<file path="config.mk">
export PLATFORM = sky130hd
export DESIGN_NAME = project3_test_bench_by_instructor
export DESIGN_NICKNAME = d
export VERILOG_FILES = /design/src/rtl/project3_test_bench_by_instructor.sv
export SDC_FILE = /design/constraint.sdc
export NUM_CORES = 1
export LEC_CHECK = 0
export BUFFER_PORTS_ARGS = -buffer_cell sky130_fd_sc_hd__buf_2
export CAP_MARGIN = 20
export CELL_PAD_IN_SITES_DETAIL_PLACEMENT = 0
export CELL_PAD_IN_SITES_GLOBAL_PLACEMENT = 1
export CORE_MARGIN = 3
export CORE_UTILIZATION = 40
export CTS_BUF_LIST = sky130_fd_sc_hd__clkbuf_4 sky130_fd_sc_hd__clkbuf_8
export CTS_CLUSTER_SIZE = 10
export DETAILED_ROUTE_END_ITERATION = 6
export GPL_ROUTABILITY_DRIVEN = 0
export GPL_TIMING_DRIVEN = 1
export PLACE_DENSITY_LB_ADDON = 0.08
export SYNTH_ARGS = -nofsm -noshare
export SYNTH_HDL_FRONTEND = slang
export SYNTH_SLANG_ARGS = --single-unit
</file>
<file path="constraint.sdc">
create_clock -name clk -period 4.1 [get_ports clk]
set_input_delay 0.82 -clock clk [delete_from_list [all_inputs] [get_ports clk]]
set_output_delay 0.82 -clock clk [all_outputs]
set_load 0.02 [all_outputs]
</file>
<file path="src/rtl/project3_test_bench_by_instructor.sv">
// 4-entry register file plus ALU, executing one 16-bit instruction per valid clock.
// Latency: registers, result, flags and done update on the edge that samples instr.
// No backpressure: one instruction is accepted every cycle that instr_valid is high.
module project3_test_bench_by_instructor #(
    parameter int WIDTH = 8,
    parameter int NREGS = 4
) (
    input  logic             clk,
    input  logic             reset,
    input  logic             instr_valid,
    input  logic [15:0]      instr,
    input  logic [1:0]       dbg_sel,
    output logic [WIDTH-1:0] dbg_data,
    output logic [WIDTH-1:0] result,
    output logic             flag_z,
    output logic             flag_c,
    output logic             flag_n,
    output logic             done
);

    logic [WIDTH-1:0] regs [NREGS];

    logic [3:0]       opcode;
    logic [1:0]       rd;
    logic [1:0]       rs;
    logic [WIDTH-1:0] imm;
    logic [WIDTH-1:0] a;
    logic [WIDTH-1:0] b;
    logic [WIDTH-1:0] alu_res;
    logic             alu_c;
    logic             wr_en;
    logic [WIDTH:0]   wide;

    assign opcode   = instr[15:12];
    assign rd       = instr[11:10];
    assign rs       = instr[9:8];
    assign imm      = WIDTH'(instr[7:0]);
    assign a        = regs[rd];
    assign b        = regs[rs];
    assign dbg_data = regs[dbg_sel];

    // Opcodes 0 and 12-15 leave registers and flags untouched.
    always_comb begin
        alu_res = '0;
        alu_c   = 1'b0;
        wr_en   = 1'b1;
        wide    = '0;
        case (opcode)
            4'd1:  alu_res = imm;
            4'd2:  alu_res = b;
            4'd3: begin
                wide    = {1'b0, a} + {1'b0, b};
                alu_res = wide[WIDTH-1:0];
                alu_c   = wide[WIDTH];
            end
            // The extra top bit of an unsigned difference is the borrow.
            4'd4: begin
                wide    = {1'b0, a} - {1'b0, b};
                alu_res = wide[WIDTH-1:0];
                alu_c   = wide[WIDTH];
            end
            4'd5:  alu_res = a & b;
            4'd6:  alu_res = a | b;
            4'd7:  alu_res = a ^ b;
            4'd8:  alu_res = ~b;
            4'd9: begin
                alu_res = {a[WIDTH-2:0], 1'b0};
                alu_c   = a[WIDTH-1];
            end
            4'd10: begin
                alu_res = {1'b0, a[WIDTH-1:1]};
                alu_c   = a[0];
            end
            4'd11: begin
                wide    = {1'b0, a} + {1'b0, imm};
                alu_res = wide[WIDTH-1:0];
                alu_c   = wide[WIDTH];
            end
            default: wr_en = 1'b0;
        endcase
    end

    always_ff @(posedge clk) begin
        if (reset) begin
            for (int i = 0; i < NREGS; i++) begin
                regs[i] <= '0;
            end
            result <= '0;
            flag_z <= 1'b0;
            flag_c <= 1'b0;
            flag_n <= 1'b0;
            done   <= 1'b0;
        end else begin
            done <= instr_valid;
            if (instr_valid && wr_en) begin
                regs[rd] <= alu_res;
                result   <= alu_res;
                flag_z   <= (alu_res == '0);
                flag_c   <= alu_c;
                flag_n   <= alu_res[WIDTH-1];
            end
        end
    end

endmodule

</file>
* Word-level counts from Yosys, hierarchy flattened
Memory sizes are Yosys's and may differ from the RTL's.
Cells that the tools add are included.
** Word-level totals
- Register bits :: 12
- RAM bits :: 32
- Input port bits :: 21
- Output and inout port bits :: 20
- Logic and storage cells :: 39
- Memories kept :: 1
** Memories
- regs :: words 4, width 8, rd ports 3, clocked after Yosys merged registers in 0, wr ports 4, line 21 : logic [WIDTH-1:0] regs [NREGS];
** Operators by class
- Add/subtract/negate cells :: 3
- Eq/ne operators :: 11
- Mux-type cells :: 11
- Bitwise logic cells :: 4
- Reduce and logical (&&, ||, !) cells :: 4
** Operators with widths (number)
- case mux 8 bit (11 select lines) :: 1
- adder 8 x 8 -> 9 bit :: 2
- equality test 4 x 3 -> 1 bit, second input constant :: 4
- equality test 4 bit, second input constant :: 4
- OR reduction 11 bit :: 1
- subtractor 8 x 8 -> 9 bit :: 1
- bitwise AND 8 bit :: 1
- equality test 4 x 2 -> 1 bit, second input constant :: 2
- zero test 8 bit :: 1
- 2-to-1 mux 8 bit :: 1
- inverter 8 bit :: 1
- OR 8 bit :: 1
- OR reduction 8 bit :: 1
- XOR 8 bit :: 1
- 2-to-1 mux 1 bit :: 7
- case mux 1 bit (5 select lines) :: 1
- equality test 4 x 1 -> 1 bit, second input constant :: 1
- 2-to-1 mux 2 bit :: 1
- logical AND 1 bit :: 1

* Logic depth before layout (Yosys ltp)
Gate-level depths: netlist of run 1.
- Depth after elaboration :: 9
- Mapped depth :: 14
- Mapped depth without buffers :: 13

* Worst setup path before layout of run 1
OpenSTA, ideal clock, no wires.
- Path kind :: input port to flip-flop
- From :: input instr[10]
- To :: memory regs[3][6] (data pin)
- Setup time :: 0.264 ns
- Data arrival time :: 3.419 ns
- Required time :: 3.836 ns
- Slack :: 0.417 ns
- Stages on the path :: 13
- Path buffers :: 1
- Cells stage by stage :: buf_6 > mux4_2 > inv_1 > ha_1 > inv_1 > fa_1 > nor3b_1 > a211oi_1 > o31ai_1 > xnor2_1 > a211oi_1 > and2_1 > nor2_1
** RTL lines
- from (decl) :: line 11 : input logic [15:0] instr,
- to (decl) :: line 21

==> flow_summary.ini, run 1 <==
[run_status]
status = finished, final reports clean

[worst_setup_path]
ff2ff_setup_slack_ps = 640
r2r-start = regs[3][0]
ff2ff_path_depth = 12
reg2reg_to = regs[1][6]
crit_required_ps = 4140
worstPathMaxFanout = 5
critical-path-slowest-cell = mux4_2
path_cells = buf_2 -> mux4_2 -> inv_1 -> ha_1 -> inv_1 -> fa_1 -> nor3b_1 -> a211oi_1 -> o31ai_1 -> xnor2_1 -> a211oi_1 -> and2_1 -> nor2_1
worstSetupEndpointType = flop
start_kind = input pin
setup.worst_path.class = in -> reg
worstPathArrival_ps = 3780
worst_path_largest_cell_delay_ps = 530

[logic_synthesis]
syn_nets = 478
synth-edff-count = 32
synth_top_family_by_area = simple AND/OR/NAND/NOR gates
synth_mux_area_share_pct = 15.2
synthAdderAreaFrac_pct = 11.1
synth_compound_area_share_pct = 18.5
synth_seq_area_share_pct = 28.6
synth_warnings = 0
synth_area_um2 = 4130
ys_types = 73
synth_xor_area_share_pct = 1.48
ys.flop_type = edfxtp_1
syn_inst = 422
synthSimpleGateAreaFrac_pct = 19.4
syn_area_per_cell_um2 = 9.79
async_flop_share_pct = 0
synth-seq-cells = 43

[detailed_routing]
via_count = 3461
antenna_left = 0
drtIter0Drc = 150
drt_pass1_iterations = 4
wl_per_cell_um = 19.5
vias_per_cell = 5.74
drc = 0
wirelength_um = 11800

[global_routing]
grt_max_degree = 30
grt_first_pass_wirelength_um = 18900
use_met1_pct = 27.3
grtUsageMet3_pct = 1.56
grt_pass1_vias = 3464
busiest_layer = met2
track_usage_pct = 21.0
met2_usage_pct = 38.2
grt.overflow.total = 0
antenna_found_initial = 0

[placement]
port_buffers = 40
dp_hpwl_um = 9470
dp_cells = 595

[sta]
relSlewSlack_pct = 32.8
whs_ps = 455
setup_viol = 0
max_slew.worst_pin.slew_ps = 1010
finClkSkew_ps = 7.87
slew_violations = 0
fmax_mhz = 267
period_needed_ps = 3740
hold_viol_final = 0
fin_tns_setup_ps = 0
fin_crit_sh_pct = 91.3
rsz0062_at_grt = no

[clocking]
numClockSinks = 43
path_clk_slew_ps = 80
ctsLongestPathBuffers = 2
clock_tree.root_cell = clkbuf_8
cts_resized = 0
cts_tree = built
postCtsHoldBufs = 0
post-cts-setup-buffers = 0
clock_latency_ps = 290
ctsHtreeMaxLevel = 2
cts_buffers = 5

[floorplanning]
start_util_pct = 41.7
die_y_um = 108
fp.dieW_um = 108
core_region_area_um2 = 9910
row_count = 36
dieArea_um2 = 11600
ioPinCount = 41

[worst_hold_path]
worstHoldPathCells = 1
hp-start = result[2]
holdPathEnd = result[2]
min_path_type = reg -> reg

[power]
p_leak_nw = 1.89
p_comb_share_pct = 39.5
swShare_pct = 34.7
peakVddDrop_mv = 0.404
sequentialPowerShare_pct = 36.5
p_sw_uw = 485
p_clk_share_pct = 23.9
p_int_uw = 915
powerDensity_nw_per_um2 = 300

[finish]
stdcell_count = 603
ff_latch_area_um2 = 1180
antennaDiodeCount = 0
fill_cells = 995
drive_gt1_share_pct = 26.0
mostFrequentLayoutCell = nor2_1
syn_to_final_growth_pct = 13.1
layout.nets = 525
multi_input_area_um2 = 2720
most-common-layout-cells = nor2_1 (57), buf_2 (40), ha_1 (32), edfxtp_1 (32)

[flow_run]
max_cap_violations = 0
==> per-stage QoR <==
step	utilization (%)	setup slack [ps]	cell area, um^2	power [mW]
final	47.2	357	4670	1.40
after global routing	47.2	144	4670	1.49
after CTS	47.2	387	4670	1.41
after detailed placement	46.0	79.9	4560	1.07
after global placement	46.0	154	4560	1.07
after floorplan	-	417	4130	0.909
==> power groups by stage <==
stage	Sequential, mW	Combinational [mW]	Clock [mW]
after detailed placement	0.521	0.550	0
after floorplan	0.524	0.386	0
after CTS	0.511	0.554	0.342
after global routing	0.515	0.610	0.360
final	0.512	0.553	0.335
after global placement	0.520	0.549	0
==> cell families (layout without fill, tap and decap cells) <==
family / Yosys count / after routing
AND/OR/NAND/NOR: 149 / 149
AO/OA/AOI/OAI: 102 / 102
buffers and inverters: 53 / 101
flip-flops: 43 / 43
adder cells (fa/ha/maj): 35 / 35
multiplexers: 33 / 33
XOR/XNOR: 7 / 7
==> final cells by class <==
type,count,share of cell area [%]
clock buffers,6,1.63
clock inverters,2,0.803
inverters,27,2.17
multi-input cells,326,58.1
flip-flops and latches,43,25.3
well taps,133,3.56
repair buffers,66,8.46
==> layer usage <==
layer	share of wire, %	wire [um]
met1	45	5280
met2	52	6110
met3	2.7	312
met4	0.59	70
met5	0	0
==> flip-flops by register name (all words and copies together) (netlist names) <==
register / count
flag_z: 1
regs: 32
done: 1
result: 8
flag_c: 1
==> cells in the mapped netlist (4+ instances only) <==
cell type | n | area share (%)
or3_1 | 4 | 0.61
nor3_1 | 7 | 0.85
nor3b_1 | 5 | 0.91
nor2b_1 | 7 | 1.1
a31oi_1 | 4 | 0.61
ha_1 | 32 | 9.7
mux2_2 | 4 | 1.1
nand2b_1 | 10 | 1.5
o21a_1 | 5 | 0.91
inv_1 | 26 | 2.4
buf_2 | 8 | 0.97
nand3_1 | 8 | 0.97
or4b_2 | 4 | 0.97
dfxtp_1 | 11 | 5.3
nor2_1 | 57 | 5.2
a211oi_1 | 6 | 1.1
mux4_2 | 22 | 12
nand2_1 | 19 | 1.7
clkbuf_1 | 9 | 0.82
edfxtp_1 | 32 | 23
mux2i_1 | 6 | 1.5
o21ai_0 | 15 | 1.8
a21o_1 | 10 | 1.8
nand3b_1 | 5 | 0.91
xnor2_1 | 5 | 1.1
a21oi_1 | 23 | 2.8
==> worst max-delay path, delay by kind of cell <==
kind                     cells  cell delay (ps)
AO/OA/AOI/OAI                3              860
AND/OR/NAND/NOR              3              510
multiplexers                 1              530
XOR/XNOR                     1              150
buffers and inverters        3              300
adder cells (fa/ha/maj)      2              600
==> worst max path at each step <==
stage | end | from
2_1_floorplan | regs[3][6] | instr[10]
3_3_place_gp | regs[3][6] | instr[10]
3_5_place_dp | regs[3][6] | instr[10]
4_1_cts | regs[1][6] | instr[10]
5_1_grt | regs[1][6] | instr[8]
6_report | regs[1][6] | instr[10]
(Power assumes the default switching activity.)
==> run 2, diff against run 1 <==
ABC_AREA = 1   (was not set)
CAP_MARGIN = not set   (was 20)
==> flow_summary.ini, run 2 <==
[run_status]
status = finished, final reports clean

[sta]
fin_crit_sh_pct = 82.1
rsz0062_at_grt = no
fmax_mhz = 297
fin_tns_setup_ps = 0
relSlewSlack_pct = 52.6
hold_viol_final = 0
max_slew.worst_pin.slew_ps = 709
worst_slack_ps = 733
setup_viol = 0
slew_violations = 0
finClkSkew_ps = 5.17
period_needed_ps = 3370

[detailed_routing]
drtIter0Drc = 545
drc = 0
wl_per_cell_um = 16.3
wirelength_um = 14500
drt_pass1_iterations = 5
antenna_left = 0
via_count = 4671
vias_per_cell = 5.24

[logic_synthesis]
synth_area_um2 = 4420
synth.top_cell.area_share_pct = 22.9
synth-edff-count = 32
synth_seq_area_share_pct = 26.7
syn_inst = 722
yosys-top-cells-area = nand2_1 (23%), edfxtp_1 (22%), nand3_1 (11%), ha_1 (9.1%), inv_1 (8.0%)
ys.flop_type = edfxtp_1
synth_warnings = 0
ys_types = 31
syn_area_per_cell_um2 = 6.12
synth_top_cell_by_area = nand2_1
syn_nets = 778
synth_common_cells = nand2_1 (270), inv_1 (94), nand3_1 (94), nor2_1 (81)
synth-seq-cells = 43
async_flop_share_pct = 0
yosysMostFrequentCell = nand2_1

[worst_setup_path]
worst_path_largest_cell_delay_ps = 410
crit_cells = 18
r2r-start = regs[3][0]
start_kind = input pin
path_delay_family = simple AND/OR/NAND/NOR gates
crit_buf_inv = 7
setup.worst_path.class = in -> reg
worstPathMaxFanout = 11
worstSetupEndpointType = flop
cp-startpoint = instr[11]
critical-path-slowest-cell = fa_1
ff2ff_path_depth = 17
crit_required_ps = 4170
reg2reg_to = regs[3][4]
cpMostUsedCell = inv_1
crit_end = regs[3][4]
path_cells = buf_2 -> inv_1 -> nand3_1 -> nand2_1 -> inv_1 -> ha_1 -> inv_1 -> fa_1 -> inv_1 -> nand2_1 -> nand2_1 -> nand3_1 -> nand3_1 -> nand4_1 -> nor2_1 -> inv_1 -> nand2_1 -> inv_1
worstPathArrival_ps = 3430
ff2ff_setup_slack_ps = 1260

[finish]
antennaDiodeCount = 0
fill_cells = 1129
top_regs = regs x32, result x8
largest_reg_flops = 32
syn_to_final_growth_pct = 8.52
mostFrequentLayoutCell = nand2_1
drive_gt1_share_pct = 10.1
top_register = regs
layout.nets = 810
most-common-layout-cells = nand2_1 (270), nand3_1 (94), inv_1 (94)

[global_routing]
grt_first_pass_wirelength_um = 22900
grt_pass1_vias = 4274
antenna_found_initial = 1
grt.overflow.total = 0
track_usage_pct = 23.1
grt_max_degree = 20

[power]
p_int_uw = 846
p_clk_share_pct = 24.8
swShare_pct = 39.9
sequentialPowerShare_pct = 36.9
p_leak_nw = 2.62
p_comb_share_pct = 38.3
peakVddDrop_mv = 0.177
p_sw_uw = 562
powerDensity_nw_per_um2 = 294

[clocking]
cts_tree = built
path_clk_slew_ps = 90
cts_resized = 0
ctsHtreeMaxLevel = 2
clock_tree.root_cell = clkbuf_8
cts_buffers = 5
post-cts-setup-buffers = 0
postCtsHoldBufs = 0
clock_latency_ps = 300
ctsLongestPathBuffers = 2
numClockSinks = 43

[flow_run]
max_cap_violations = 0

[floorplanning]
die_y_um = 111
row_count = 37
dieArea_um2 = 12300
core_region_area_um2 = 10500
ioPinCount = 41
fp.dieW_um = 111
start_util_pct = 42.0

[placement]
dp_hpwl_um = 11600
port_buffers = 40
place_ws_ps = 433

[worst_hold_path]
hp-start = result[5]
min_path_type = reg -> reg
run 2: changes by cell type after synthesis, sizes merged, moves of 7 or more:
cell,before,now
nand4,0,7
nor2b,7,0
o22ai,1,9
a211oi,8,0
nand2,19,276
o21ai,15,25
a21o,10,1
mux4,23,0
nand3,8,95
a21oi,23,13
nand2b,10,0
clkbuf,12,3
inv,27,103
nor2,57,87
run 2: worst min-delay path, stage by stage (launching register included):
cell,delay (ps)
dfxtp_1,320
nand2_1,60
nand2_1,50
run 2: how the worst min path moves through the flow:
stage | depth (start not counted) | end
6_report | 2 | result[5]
4_1_cts | 2 | result[5]
3_3_place_gp | 2 | result[6]
5_1_grt | 2 | result[5]
2_1_floorplan | 2 | flag_z
3_5_place_dp | 2 | result[5]
run 2: stage by stage:
| stage | utilization, % | total power [mW] | cell area, um^2 | hold slack (ps) | instances |
|---|---|---|---|---|---|
| 2_1_floorplan | - | 0.910 | 4420 | 527 | 722 |
| 3_3_place_gp | 44.5 | 1.06 | 4680 | 433 | 883 |
| 3_5_place_dp | 44.5 | 1.06 | 4680 | 440 | 883 |
| 4_1_cts | 45.6 | 1.41 | 4790 | 462 | 891 |
| 5_1_grt | 45.6 | 1.50 | 4790 | 497 | 891 |
| 6_report | 45.6 | 1.41 | 4790 | 459 | 891 |
run 2: layout make-up:
class,count,area (um^2),area share (%)
Clock buffer,5,68.8,1.44
Inverter,103,397,8.27
Tap cell,136,170,3.55
Multi-Input combinational cell,560,2720,56.8
Clock inverter,3,46.3,0.966
Timing Repair Buffer,41,208,4.33
Sequential cell,43,1180,24.6
run 2: logic make-up after synthesis:
family / share of synthesized area (%)
AND/OR/NAND/NOR: 45.3
buffers and inverters: 11.6
AO/OA/AOI/OAI: 5.95
flip-flops: 26.7
adder cells (fa/ha/maj): 10.4
run 2: layer usage:
| layer | wire length [um] | share of wire (%) | global-route usage [%] |
|---|---|---|---|
| met5 | 13 | 0.090 | 0 |
| met4 | 100 | 0.69 | 2.76 |
| met3 | 1050 | 7.2 | 3.66 |
| met2 | 6220 | 43 | 36.3 |
| met1 | 7130 | 49 | 34.4 |
run 2: power groups by stage:
stage	clock network [mW]	logic, mW	registers (mW)
floorplan	0	0.383	0.527
global placement	0	0.527	0.529
detailed placement	0	0.531	0.529
CTS	0.353	0.534	0.519
global route	0.368	0.608	0.522
finish	0.349	0.540	0.520
